$ cat src/rtl/toggle_event_receiver_pkg.sv
// -----------------------------------------------------------------------------
// toggle_event_pkg
//   Shared constants and types for the toggle event receiver.
//   SYNC_STAGES_MIN      smallest legal synchroniser depth
//   SYNC_STAGES_DEFAULT  default synchroniser depth
//   COUNT_WIDTH_DEFAULT  default width of the pending-event counter
//   toggle_rx_state_e    receiver FSM states (WARMUP, RUN)
// -----------------------------------------------------------------------------
package toggle_event_pkg;

    localparam int SYNC_STAGES_MIN     = 2;
    localparam int SYNC_STAGES_DEFAULT = 2;
    localparam int COUNT_WIDTH_DEFAULT = 4;

    typedef enum logic {
        WARMUP = 1'b0,
        RUN    = 1'b1
    } toggle_rx_state_e;

endpackage

$ cat src/rtl/toggle_event_receiver_if.sv
// -----------------------------------------------------------------------------
// toggle_event_receiver_if
//   Event delivery bundle between the receiver (master) and local consumer
//   logic (slave).
//   eventValid     master->slave  at least one event pending
//   eventReady     slave->master  consumer takes one event when valid&&ready
//   pendingCount   master->slave  number of events pending
//   overflow       master->slave  sticky: an event was lost at saturation
//   clearOverflow  slave->master  synchronous clear of overflow
//   toggleAck      master->slave  acknowledge toggle (0 unless ack enabled)
// -----------------------------------------------------------------------------
interface toggle_event_receiver_if
    import toggle_event_pkg::*;
#(
    parameter int COUNT_WIDTH = COUNT_WIDTH_DEFAULT
);
    logic                   eventValid;
    logic                   eventReady;
    logic [COUNT_WIDTH-1:0] pendingCount;
    logic                   overflow;
    logic                   clearOverflow;
    logic                   toggleAck;

    modport master (
        output eventValid,
        output pendingCount,
        output overflow,
        output toggleAck,
        input  eventReady,
        input  clearOverflow
    );

    modport slave (
        input  eventValid,
        input  pendingCount,
        input  overflow,
        input  toggleAck,
        output eventReady,
        output clearOverflow
    );
endinterface

$ cat src/rtl/toggle_event_receiver_sync.sv
// -----------------------------------------------------------------------------
// toggle_synchronizer
//   SYNC_STAGES-deep flop chain bringing the asynchronous toggle line into the
//   clock domain. All stages reset to 0 asynchronously.
//   clock      in   core clock
//   reset      in   asynchronous active-low reset
//   toggleIn   in   asynchronous toggle line
//   syncLevel  out  synchronised level (last stage of the chain)
// -----------------------------------------------------------------------------
module toggle_synchronizer
    import toggle_event_pkg::*;
#(
    parameter int SYNC_STAGES = SYNC_STAGES_DEFAULT
) (
    input  logic clock,
    input  logic reset,
    input  logic toggleIn,
    output logic syncLevel
);

    generate
        if (SYNC_STAGES < SYNC_STAGES_MIN) begin : g_bad_depth
            $error("toggle_synchronizer: SYNC_STAGES must be >= 2");
        end
    endgenerate

    logic [SYNC_STAGES-1:0] r_sync;

    // Stage 0 samples the asynchronous line; later stages resolve metastability.
    always_ff @(posedge clock or negedge reset) begin
        if (!reset) begin
            r_sync <= '0;
        end else begin
            r_sync <= {r_sync[SYNC_STAGES-2:0], toggleIn};
        end
    end

    assign syncLevel = r_sync[SYNC_STAGES-1];

endmodule

$ cat src/rtl/toggle_event_receiver.sv
// -----------------------------------------------------------------------------
// toggle_event_receiver
//   Receiving end of a toggle-encoded event link. Each level change of
//   toggleIn is one event. The line is synchronised, transitions are detected
//   and counted, and events are handed out one per valid/ready transfer.
//   clock     in   core clock
//   reset     in   asynchronous active-low reset
//   toggleIn  in   asynchronous toggle line from the sender's toggle flop
//   evt       master modport of toggle_event_receiver_if (valid/ready,
//             pendingCount, overflow/clearOverflow, toggleAck)
// Configuration macro: TOGGLE_EVENT_RECEIVER_ACK_EN
//   defined   toggleAck inverts on every pop (2-phase acknowledge)
//   undefined toggleAck is tied low
// -----------------------------------------------------------------------------
module toggle_event_receiver
    import toggle_event_pkg::*;
#(
    parameter int SYNC_STAGES = SYNC_STAGES_DEFAULT,
    parameter int COUNT_WIDTH = COUNT_WIDTH_DEFAULT
) (
    input  logic                    clock,
    input  logic                    reset,
    input  logic                    toggleIn,
    toggle_event_receiver_if.master evt
);

    localparam int WARM_W = $clog2(SYNC_STAGES + 1);
    localparam logic [WARM_W-1:0]      WARM_LAST = WARM_W'(SYNC_STAGES);
    localparam logic [COUNT_WIDTH-1:0] COUNT_MAX = '1;

    toggle_rx_state_e       r_state;
    toggle_rx_state_e       w_state_next;
    logic [WARM_W-1:0]      r_warm;
    logic [WARM_W-1:0]      w_warm_next;
    logic                   r_prev;
    logic [COUNT_WIDTH-1:0] r_count;
    logic [COUNT_WIDTH-1:0] w_count_next;
    logic                   r_overflow;
    logic                   w_overflow_next;
    logic                   w_sync;
    logic                   w_detect;
    logic                   w_valid;
    logic                   w_pop;
    logic                   w_full;
    logic                   w_ovf_set;

    toggle_synchronizer #(
        .SYNC_STAGES (SYNC_STAGES)
    ) u_sync (
        .clock     (clock),
        .reset     (reset),
        .toggleIn  (toggleIn),
        .syncLevel (w_sync)
    );

    // ---------------- FSM: state register ----------------
    always_ff @(posedge clock or negedge reset) begin
        if (!reset) begin
            r_state <= WARMUP;
            r_warm  <= '0;
        end else begin
            r_state <= w_state_next;
            r_warm  <= w_warm_next;
        end
    end

    // ---------------- FSM: next state / detect ----------------
    // WARMUP lasts SYNC_STAGES+1 cycles so the level present at reset release
    // has reached r_prev before any comparison is made; that level is the
    // baseline and produces no event.
    always_comb begin
        w_state_next = r_state;
        w_warm_next  = r_warm;
        w_detect     = 1'b0;
        case (r_state)
            WARMUP: begin
                if (r_warm == WARM_LAST) begin
                    w_state_next = RUN;
                end else begin
                    w_warm_next = r_warm + WARM_W'(1);
                end
            end
            RUN: begin
                w_detect = w_sync ^ r_prev;
            end
            default: begin
                w_state_next = WARMUP;
            end
        endcase
    end

    // Previous synchronised level tracks the chain in every state.
    always_ff @(posedge clock or negedge reset) begin
        if (!reset) begin
            r_prev <= 1'b0;
        end else begin
            r_prev <= w_sync;
        end
    end

    // ---------------- pending counter and overflow ----------------
    assign w_valid   = (r_count != '0);
    assign w_pop     = w_valid & evt.eventReady;
    assign w_full    = (r_count == COUNT_MAX);
    // An event lost only when it cannot be absorbed by a simultaneous pop.
    assign w_ovf_set = w_detect & ~w_pop & w_full;

    always_comb begin
        w_count_next = r_count;
        if (w_detect && !w_pop && !w_full) begin
            w_count_next = r_count + COUNT_WIDTH'(1);
        end else if (w_pop && !w_detect) begin
            w_count_next = r_count - COUNT_WIDTH'(1);
        end
    end

    // Set has priority over clear when both happen in the same cycle.
    assign w_overflow_next = (r_overflow & ~evt.clearOverflow) | w_ovf_set;

    always_ff @(posedge clock or negedge reset) begin
        if (!reset) begin
            r_count    <= '0;
            r_overflow <= 1'b0;
        end else begin
            r_count    <= w_count_next;
            r_overflow <= w_overflow_next;
        end
    end

    // ---------------- acknowledge toggle ----------------
`ifdef TOGGLE_EVENT_RECEIVER_ACK_EN
    logic r_ack;

    always_ff @(posedge clock or negedge reset) begin
        if (!reset) begin
            r_ack <= 1'b0;
        end else if (w_pop) begin
            r_ack <= ~r_ack;
        end
    end

    assign evt.toggleAck = r_ack;
`else
    assign evt.toggleAck = 1'b0;
`endif

    assign evt.eventValid   = w_valid;
    assign evt.pendingCount = r_count;
    assign evt.overflow     = r_overflow;

endmodule

$ cat src/flat_wrapper.sv
// flat-port wrapper written by rule: the top's interface ports become plain ports
module toggle_event_receiver_flat import toggle_event_pkg::*;
#(
    parameter int SYNC_STAGES = SYNC_STAGES_DEFAULT,
    parameter int COUNT_WIDTH = COUNT_WIDTH_DEFAULT
)
  (clock, reset, toggleIn, evt_eventValid, evt_pendingCount, evt_overflow, evt_toggleAck, evt_eventReady, evt_clearOverflow);
  toggle_event_receiver_if #(.COUNT_WIDTH(COUNT_WIDTH)) evt_i ();
  input  logic clock;
  input  logic reset;
  input  logic toggleIn;
  output wire logic [$bits(evt_i.eventValid)-1:0] evt_eventValid;
  output wire logic [$bits(evt_i.pendingCount)-1:0] evt_pendingCount;
  output wire logic [$bits(evt_i.overflow)-1:0] evt_overflow;
  output wire logic [$bits(evt_i.toggleAck)-1:0] evt_toggleAck;
  input wire logic [$bits(evt_i.eventReady)-1:0] evt_eventReady;
  input wire logic [$bits(evt_i.clearOverflow)-1:0] evt_clearOverflow;
  assign evt_eventValid = evt_i.eventValid;
  assign evt_pendingCount = evt_i.pendingCount;
  assign evt_overflow = evt_i.overflow;
  assign evt_toggleAck = evt_i.toggleAck;
  assign evt_i.eventReady = evt_eventReady;
  assign evt_i.clearOverflow = evt_clearOverflow;
  toggle_event_receiver #(.SYNC_STAGES(SYNC_STAGES), .COUNT_WIDTH(COUNT_WIDTH)) u_core (.clock(clock), .reset(reset), .toggleIn(toggleIn), .evt(evt_i));
endmodule
$ cat config.mk
export PLATFORM = sky130hd
export DESIGN_NAME = toggle_event_receiver_flat
export DESIGN_NICKNAME = d
export VERILOG_FILES = /design/src/rtl/toggle_event_receiver_pkg.sv /design/src/rtl/toggle_event_receiver_if.sv /design/src/rtl/toggle_event_receiver_sync.sv /design/src/rtl/toggle_event_receiver.sv /design/src/flat_wrapper.sv
export SDC_FILE = /design/constraint.sdc
export NUM_CORES = 1
export LEC_CHECK = 0
export CAP_MARGIN = 15
export CORE_MARGIN = 2
export CORE_UTILIZATION = 37
export DETAILED_ROUTE_END_ITERATION = 8
export GPL_ROUTABILITY_DRIVEN = 0
export GPL_TIMING_DRIVEN = 0
export SYNTH_ARGS = -nofsm -noshare
export SYNTH_HDL_FRONTEND = slang
export SYNTH_SLANG_ARGS = --single-unit
$ cat constraint.sdc
create_clock -name clock -period 2.2 [get_ports clock]
set_input_delay 0.44 -clock clock [delete_from_list [all_inputs] [get_ports clock]]
set_output_delay 0.44 -clock clock [all_outputs]
set_load 0.01 [all_outputs]
# Yosys cells after proc, flatten, opt, wreduce, memory -nomap -nowiden
# Cells that the tools add are included.
# classes
add_sub_neg	3
n_mul	0
div_mod_pow	0
n_lt_le_gt_ge	0
n_eq_ne	2
shifts	0
mux	5
n_bitwise	10
n_reduce_logical	9
# op_table
op	n
4-bit 2-to-1 mux	2
4-bit by 1-bit adder with 4-bit output (second input constant)	1
1-bit bitwise AND	4
4-bit == test (second input constant)	1
1-bit NOT	4
4-bit nonzero test	1
4-bit by 1-bit subtractor with 4-bit output (second input constant)	1
1-bit logical AND	3
1-bit zero test	3
1-bit 2-to-1 mux	3
2-bit by 1-bit adder with 2-bit output (second input constant)	1
2-bit == test (second input constant)	1
2-bit AND reduction	1
2-bit nonzero test	1
1-bit bitwise OR	1
1-bit XOR	1
# word_totals
ff_bits	11
latchBits	0
ramBits	0
rom_bits	0
input_bits	5
out_inout_bits	7
wordCells	35
n_memories	0

# Longest topological paths before layout
# Gate-level depths: netlist of run 1.
# logic_depth
depth_word	6
ltp_mapped	7

# Cells and area by module
# From an unflattened synthesis of run 1, not the netlist that was laid out.
# unflattened
hier_cells	43
hier_area_um2	530.5
# modules_own_cells
mod	instances	cells_each	area_each_um2
toggle_event_receiver	1	41	480.5
toggle_synchronizer	1	2	50.0

# Worst setup path after synthesis of run 1
# Ideal clock, no wire load.
# synth_timing
kind	flip-flop to flip-flop
start	register u_core.r_count[1], in the netlist u_core.evt.pendingCount[1]
end	register u_core.r_count[3], in the netlist u_core.evt.pendingCount[3]
setup_time_ps	79
arrival_time_ps	2164
required_time_ps	2121
setup_slack_ps	-43
path_stages_with_launch	8
path_buffers	0
period_less_slack_ps	2243
path_cell_list	dfrtp_1 > o41ai_2 > nand4_2 > ha_1 > a21o_2 > a21oi_1 > mux2i_1 > xor2_1
# synth_between
elab_chain_cells	6
# synth_rtl
element	line	rtl
from (decl)	toggle_event_receiver.sv:36	logic [COUNT_WIDTH-1:0] r_count;
from (signal assigned)	toggle_event_receiver.sv:125	r_count <= w_count_next;
parallel branches: the longest is 6 deep, another holds 4-bit by 1-bit subtractor with 4-bit output	--	
# Parallel ways; which one is timed is not known. The select of a mux whose other input is x is not followed.
# A chain may end at the register's enable or synchronous reset.

# Final worst setup path of run 1
# Ends and elaborated chain as after synthesis.

==> impl_metrics.ini, run 1 <==
[floorplan]
die_area_um2 = 1750
io_pins = 12
rows = 13
dieWidth_um = 41.9
design.core.area_um2 = 1320
fp.dieH_um = 41.9
start_util = 0.403

[clock_network]
clock_sink_count = 11
htree_levels = 1
clkLatencyLatePin_ns = 0.26
clkTransAtPathRegs_ns = 0.07
tritoncts = yes
cts_max_path_buffers = 2
cts_hold_buf = 0
cts_made_buffers = 3
clk_root_buffer_cell = clkbuf_4

[pwr]
comb_power_share = 0.515
power_frac_clock = 0.135
power.density_cell_area_nw_per_um2 = 1230
seqPwrFrac = 0.349
vdd_ir_drop_max_mv = 0.693
post_layout_total_power_w = 0.000960
total_leakage_power_nw = 0.337
p_int_w = 0.000613
power.switching_w = 0.000348
sw_frac_of_total = 0.362

[routing]
postRouteAntennaNets = 0
wl_cell_um = 14.0
post-route-drc-count = 0
routed_wl_um = 1120
tritonroute_pass_1_iters = 3
first_iter_violations = 10
avgViaCountPerCell = 4.96
detailroute.via_count = 397

[placement]
placement.cell_area_um2 = 661
count_of_input_and_output_buffers = 10
dp_worst_setup_slack_ns = -0.188
dp_hpwl_um = 702

[timing]
period_minus_slack_ns = 2.19
clock_tree_skew_after_final_layout_ns = 0.00413
setup_viol_count_final = 0
period_utilization = 0.998
final.setup.worst_slack_ns = 0.00550
hold_violations = 0
report.final.slew_viol_count = 0
max_clock_freq_mhz = 456

[run]
maxCapViolCount = 0

[critical_path]
worst_r2r_endpoint = u_core.evt.pendingCount[3]$_DFFE_PN0P_
timing.rr.start = u_core.evt.pendingCount[1]$_DFFE_PN0P_
crit_start = u_core.evt.pendingCount[1]$_DFFE_PN0P_
worst_reg_to_reg_path_cell_count = 7
end_kind = register
critical_path_peak_fanout = 5
endpoint = u_core.evt.pendingCount[3]$_DFFE_PN0P_
worst_ep_arrival_time_ns = 2.38
cp.required_ns = 2.39
worstSetupPathType = register to register
r2r_slack_ns = 0.005
worst_setup_path_start_kind = register

[logic_synthesis]
synthArstFlopShare = 1.00
yosys_warnings = 0
postSynthRegisterBits = 11
netlist_area_before_placement_um2 = 531
netlist-cell-type-count = 22
syn-num-nets = 52
synth_top_area_share = 0.519
synth_top_area_cell = dfrtp_1
synth_top_flop_cell = dfrtp_1
count_of_flip_flops_with_a_built_in_enable_after_synthesis = 0
netlist_top_cells_area = dfrtp_1 52%, ha_1 7.1%, xor2_1 5.0%
post-synth-top-count-cell = dfrtp_1
postSynthCellCount = 43
post_synth_most_frequent_cells = 11 x dfrtp_1, 3 x ha_1, 3 x inv_1, 3 x nand2_1, 3 x xor2_1
syn_avg_cell_area_um2 = 12.3
ys_seq_area_frac = 0.519

[layout]
antenna-diode-count = 0
finish.instance_area_um2 = 782
area_growth_syn_to_layout_pct = 47.4
finalNetCount = 75
layout.core_utilization = 0.594
layout-drive-gt1-share = 0.369

[status]
run_status = complete, no violations

[min_path]
worstHoldPathCells = 0
holdCritPathClass = register to register

[grt]
grt_first_pass_wirelength_um = 1590
first_global_vias = 338
grt_overflow_total = 0
number_of_antenna_violations_at_the_first_check_in_global_routing = 0
pin_count_of_the_biggest_net_entering_global_routing = 12
groute.usage.overall = 0.126
==> layout make-up <==
| type | count | area [µm²] |
|---|---|---|
| plain buffers | 2 | 11.3 |
| fillers | 101 | 536 |
| clock buffers | 4 | 26.3 |
| multi-input cells | 27 | 273 |
| well taps | 15 | 18.8 |
| repair buffers | 18 | 163 |
| inverters | 3 | 11.3 |
| flip-flops and latches | 11 | 279 |
==> sequential cells by signal (all words and copies together), names as in the netlist <==
register,cells
u_core.evt.overflow,1
u_core.evt.pendingCount,4
u_core.r_prev,1
u_core.r_state,1
u_core.r_warm,2
u_core.u_sync.r_sync,2
==> layer usage <==
layer / up-vias / share of wire / track usage
li1: 192 / - / -
met1: 196 / 0.39 / 0.163
met2: 9 / 0.56 / 0.181
met3: 0 / 0.052 / 0.0783
met4: 0 / 0 / 0.0194
met5: - / 0 / 0
==> stage by stage <==
stage,setup TNS [ns],cells,hold WS [ns]
global placement,-0.132,68,0.333
floorplan,0,43,0.144
CTS,0,73,0.367
global route,-0.0967,80,0.363
finish,0,80,0.360
detailed placement,-0.188,68,0.345
==> worst min-delay path by stage <==
stage	endpoint	startpoint	slack, ns
6_report	u_core.u_sync.r_sync[1]$_DFF_PN0_	u_core.u_sync.r_sync[0]$_DFF_PN0_	0.36
2_1_floorplan	u_core.evt.overflow$_DFF_PN0_	reset	0.14
3_3_place_gp	u_core.u_sync.r_sync[1]$_DFF_PN0_	u_core.u_sync.r_sync[0]$_DFF_PN0_	0.33
4_1_cts	u_core.u_sync.r_sync[1]$_DFF_PN0_	u_core.u_sync.r_sync[0]$_DFF_PN0_	0.37
5_1_grt	u_core.u_sync.r_sync[1]$_DFF_PN0_	u_core.u_sync.r_sync[0]$_DFF_PN0_	0.36
3_5_place_dp	u_core.u_sync.r_sync[1]$_DFF_PN0_	u_core.u_sync.r_sync[0]$_DFF_PN0_	0.34
==> logic make-up (layout without fill, tap and decap cells) <==
group | Yosys count | in the layout | synth area share
other cells | 1 | 1 | 0.00707
simple gates | 8 | 8 | 0.0943
flops | 11 | 11 | 0.519
xor+xnor | 5 | 5 | 0.0826
compound gates | 8 | 8 | 0.127
mux | 1 | 1 | 0.0189
fa+ha+maj | 4 | 4 | 0.108
buf+inv | 5 | 27 | 0.0424
==> critical path, cell delays in order, from the launching register on <==
cell	delay, ns
dfrtp_2	0.45
o41ai_4	0.43
nand4_2	0.19
ha_4	0.25
a21o_2	0.21
a21oi_2	0.16
mux2i_1	0.27
xor2_1	0.17
==> placed cells by master (no fill, tap or decap), drive strengths merged, types with 2 or more instances in the layout <==
| cell | n |
|---|---|
| a2bb2oi | 2 |
| clkbuf | 5 |
| nand4 | 2 |
| inv | 3 |
| ha | 3 |
| a21o | 2 |
| xor2 | 3 |
| nand2 | 3 |
| xnor2 | 2 |
| dfrtp | 11 |
| buf | 9 |
| clkdlybuf4s50 | 9 |
==> power by group through the flow <==
stage / logic [W] / registers, W / clock network, W
after floorplan: 0.000181 / 0.000347 / 0
after global placement: 0.000313 / 0.000337 / 0
after detailed placement: 0.000333 / 0.000344 / 0
after CTS: 0.000340 / 0.000346 / 0.000136
after global routing: 0.000532 / 0.000343 / 0.000152
final: 0.000495 / 0.000336 / 0.000130
==> repair_timing <==
| action | in CTS | in global routing |
|---|---|---|
| pin swaps | 2 | 3 |
| resized for setup | 4 | 4 |
| buffers inserted | 1 | 7 |
| endpoints found under the hold margin | 0 | 0 |
| endpoints found under the setup margin | 2 | 2 |
Note: power is estimated with default switching activity, not from simulation.
==> run 2, diff against run 1 <==
--- a/config.mk
+++ b/config.mk
@@ -13,4 +13,5 @@
 export GPL_TIMING_DRIVEN = 0
 export SYNTH_ARGS = -nofsm -noshare
 export SYNTH_HDL_FRONTEND = slang
+export SYNTH_HIERARCHICAL = 1
 export SYNTH_SLANG_ARGS = --single-unit
==> run 2 against run 1 <==
  * Clock-buffer cell count is the same
  * Critical path depth unchanged
  * Sequential share of layout area grew 1.9 points
  * Setup slack better by 0.017 ns
  * Total power is 6.6% lower
  * Clock power about the same
  * Highest routed layer unchanged
==> impl_metrics.ini, run 2 <==
[logic_synthesis]
synthArstFlopShare = 1.00
netlist-cell-type-count = 22
syn-num-nets = 52
post-synth-top-count-cell = dfrtp_1
postSynthRegisterBits = 11
syn_avg_cell_area_um2 = 12.3
synth_top_flop_cell = dfrtp_1
count_of_flip_flops_with_a_built_in_enable_after_synthesis = 0
netlist_area_before_placement_um2 = 531
synth_top_area_share = 0.519
netlist_top_cells_area = dfrtp_1 52%, ha_1 7.1%, xor2_1 5.0%
postSynthCellCount = 43
yosys_warnings = 6
post_synth_most_frequent_cells = 11 x dfrtp_1, 3 x ha_1, 3 x inv_1, 3 x nand2_1, 3 x xor2_1
ys_seq_area_frac = 0.519
synth_top_area_cell = dfrtp_1

[pwr]
total_leakage_power_nw = 0.326
power_frac_clock = 0.145
p_int_w = 0.000573
power.density_cell_area_nw_per_um2 = 1210
sw_frac_of_total = 0.361
seqPwrFrac = 0.369
vdd_ir_drop_max_mv = 0.626
power.switching_w = 0.000324
comb_power_share = 0.486

[timing]
final.setup.tns_ns = 0
clock_tree_skew_after_final_layout_ns = 0.00734
max_clock_freq_mhz = 459
report.final.slew_viol_count = 0
hold_violations = 0
period_minus_slack_ns = 2.18
grt_setup_unrepaired = yes
period_utilization = 0.990
setup_viol_count_final = 0

[clock_network]
clkTransAtPathRegs_ns = 0.07
tritoncts = yes
cts_made_buffers = 3
clkLatencyLatePin_ns = 0.26
clock_sink_count = 11
cts_hold_buf = 0
cts_max_path_buffers = 2
clk_root_buffer_cell = clkbuf_4
htree_levels = 1

[min_path]
hold_end = u_core/u_sync/r_sync[1]$_DFF_PN0_
worstHoldPathCells = 0
holdCritPathClass = register to register
hp-start = u_core/u_sync/r_sync[0]$_DFF_PN0_

[critical_path]
critical_path_peak_fanout = 4
worst_ep_arrival_time_ns = 2.36
worst_setup_path_start_kind = register
worstSetupPathType = register to register
max_stage_delay_on_crit_path_ns = 0.45
r2r_slack_ns = 0.02
worstPathCellList = o41ai_4, nand4_2, ha_1, a21o_2, a21oi_2, mux2i_1, xor2_1
worst_r2r_endpoint = u_core/evt.pendingCount[3]$_DFFE_PN0P_
timing.rr.start = u_core/evt.pendingCount[1]$_DFFE_PN0P_
end_kind = register
cpMaxStageDelayCell = dfrtp_2
worst_reg_to_reg_path_cell_count = 7
cp.required_ns = 2.38

[routing]
detailroute.via_count = 382
tritonroute_pass_1_iters = 2
avgViaCountPerCell = 4.96
wl_cell_um = 13.5
post-route-drc-count = 0
postRouteAntennaNets = 0
routed_wl_um = 1040
first_iter_violations = 4

[grt]
groute.usage.overall = 0.136
first_global_vias = 370
number_of_antenna_violations_at_the_first_check_in_global_routing = 0
pin_count_of_the_biggest_net_entering_global_routing = 12
grt_first_pass_wirelength_um = 1760
grt_overflow_total = 0

[layout]
final_cell_mix = 9 x clkdlybuf4s50_1, 8 x dfrtp_1, 6 x buf_4
most_common_library_cell_in_the_layout_ignoring_fill_and_taps = clkdlybuf4s50_1
finalNetCount = 72
area_growth_syn_to_layout_pct = 40.1
layout-drive-gt1-share = 0.323
antenna-diode-count = 0
largest_reg_flops = 4
final_cells = 77
layout.core_utilization = 0.564
finish.instance_area_um2 = 743

[floorplan]
rows = 13
dieWidth_um = 41.9
die_area_um2 = 1750
design.core.area_um2 = 1320
fp.dieH_um = 41.9
io_pins = 12
start_util = 0.403

[placement]
count_of_input_and_output_buffers = 10
placed_cells_incl_taps = 68
dp_hpwl_um = 765
placement.cell_area_um2 = 662

[run]
maxCapViolCount = 0

[status]
run_status = complete, no violations
run 2: cell counts after synthesis:
Identical to the previous run, type by type.
run 2: power groups by stage:
stage                     registers (W)  logic, W  clock network [W]
after global placement         0.000339  0.000313                  0
after global routing           0.000340  0.000475           0.000152
after detailed placement       0.000347  0.000334                  0
after CTS                      0.000331  0.000373           0.000136
after floorplan                0.000349  0.000180                  0
final                          0.000331  0.000436           0.000130
run 2: per-layer routing:
layer,global-route usage,wire (µm)
met5,0,0
met4,0.0387,0
met3,0.0652,59
met2,0.197,514
met1,0.179,462
run 2: through the flow:
step	worst slack (ns)	hold slack [ns]	total power [W]
2_1_floorplan	0.0154	0.144	0.000530
3_3_place_gp	-0.146	0.335	0.000652
3_5_place_dp	-0.201	0.336	0.000681
4_1_cts	0.0393	0.362	0.000840
5_1_grt	-0.0887	0.379	0.000967
6_report	0.0223	0.356	0.000897
run 2: worst max-delay path by stage:
stage                                           start                                     end  cells after the start
3_5_place_dp                           evt_eventReady  u_core/evt.pendingCount[3]$_DFFE_PN0P_                      8
5_1_grt        u_core/evt.pendingCount[1]$_DFFE_PN0P_  u_core/evt.pendingCount[3]$_DFFE_PN0P_                      7
3_3_place_gp                           evt_eventReady  u_core/evt.pendingCount[3]$_DFFE_PN0P_                      8
4_1_cts        u_core/evt.pendingCount[1]$_DFFE_PN0P_  u_core/evt.pendingCount[3]$_DFFE_PN0P_                      7
6_report       u_core/evt.pendingCount[1]$_DFFE_PN0P_  u_core/evt.pendingCount[3]$_DFFE_PN0P_                      7
2_1_floorplan  u_core/evt.pendingCount[1]$_DFFE_PN0P_  u_core/evt.pendingCount[3]$_DFFE_PN0P_                      7
run 2: area by class of cell:
class / count / area (µm²)
Fill cell: 110 / 574
Inverter: 3 / 11.3
Buffer: 2 / 11.3
Clock buffer: 4 / 26.3
Timing Repair Buffer: 15 / 136
Multi-Input combinational cell: 27 / 260
Tap cell: 15 / 18.8
Sequential cell: 11 / 279
run 2: critical path, delay by kind of cell (launching register included):
family,cells,cell delay (ns)
fa+ha+maj,1,0.30
mux,1,0.22
flops,1,0.45
xor+xnor,1,0.15
simple gates,1,0.18
compound gates,3,0.79
run 2: kinds of logic (layout without fill, tap and decap cells):
family | Yosys count | in the layout | synth area share
and+or+nand+nor | 8 | 8 | 0.0943
other | 1 | 1 | 0.00707
buffers and inverters | 5 | 24 | 0.0424
muxes | 1 | 1 | 0.0189
DFF | 11 | 11 | 0.519
xor gates and xnor gates | 5 | 5 | 0.0826
AOI/OAI and AO/OA | 8 | 8 | 0.127
adders and majority gates | 4 | 4 | 0.108
run 2: timing repair:
| action | CTS | global route |
|---|---|---|
| pin swaps | 1 | 4 |
| gates resized for setup | 2 | 3 |
| hold endpoints to repair | 0 | 0 |
| setup buffers | 3 | 2 |
| setup endpoints to repair | 2 | 1 |
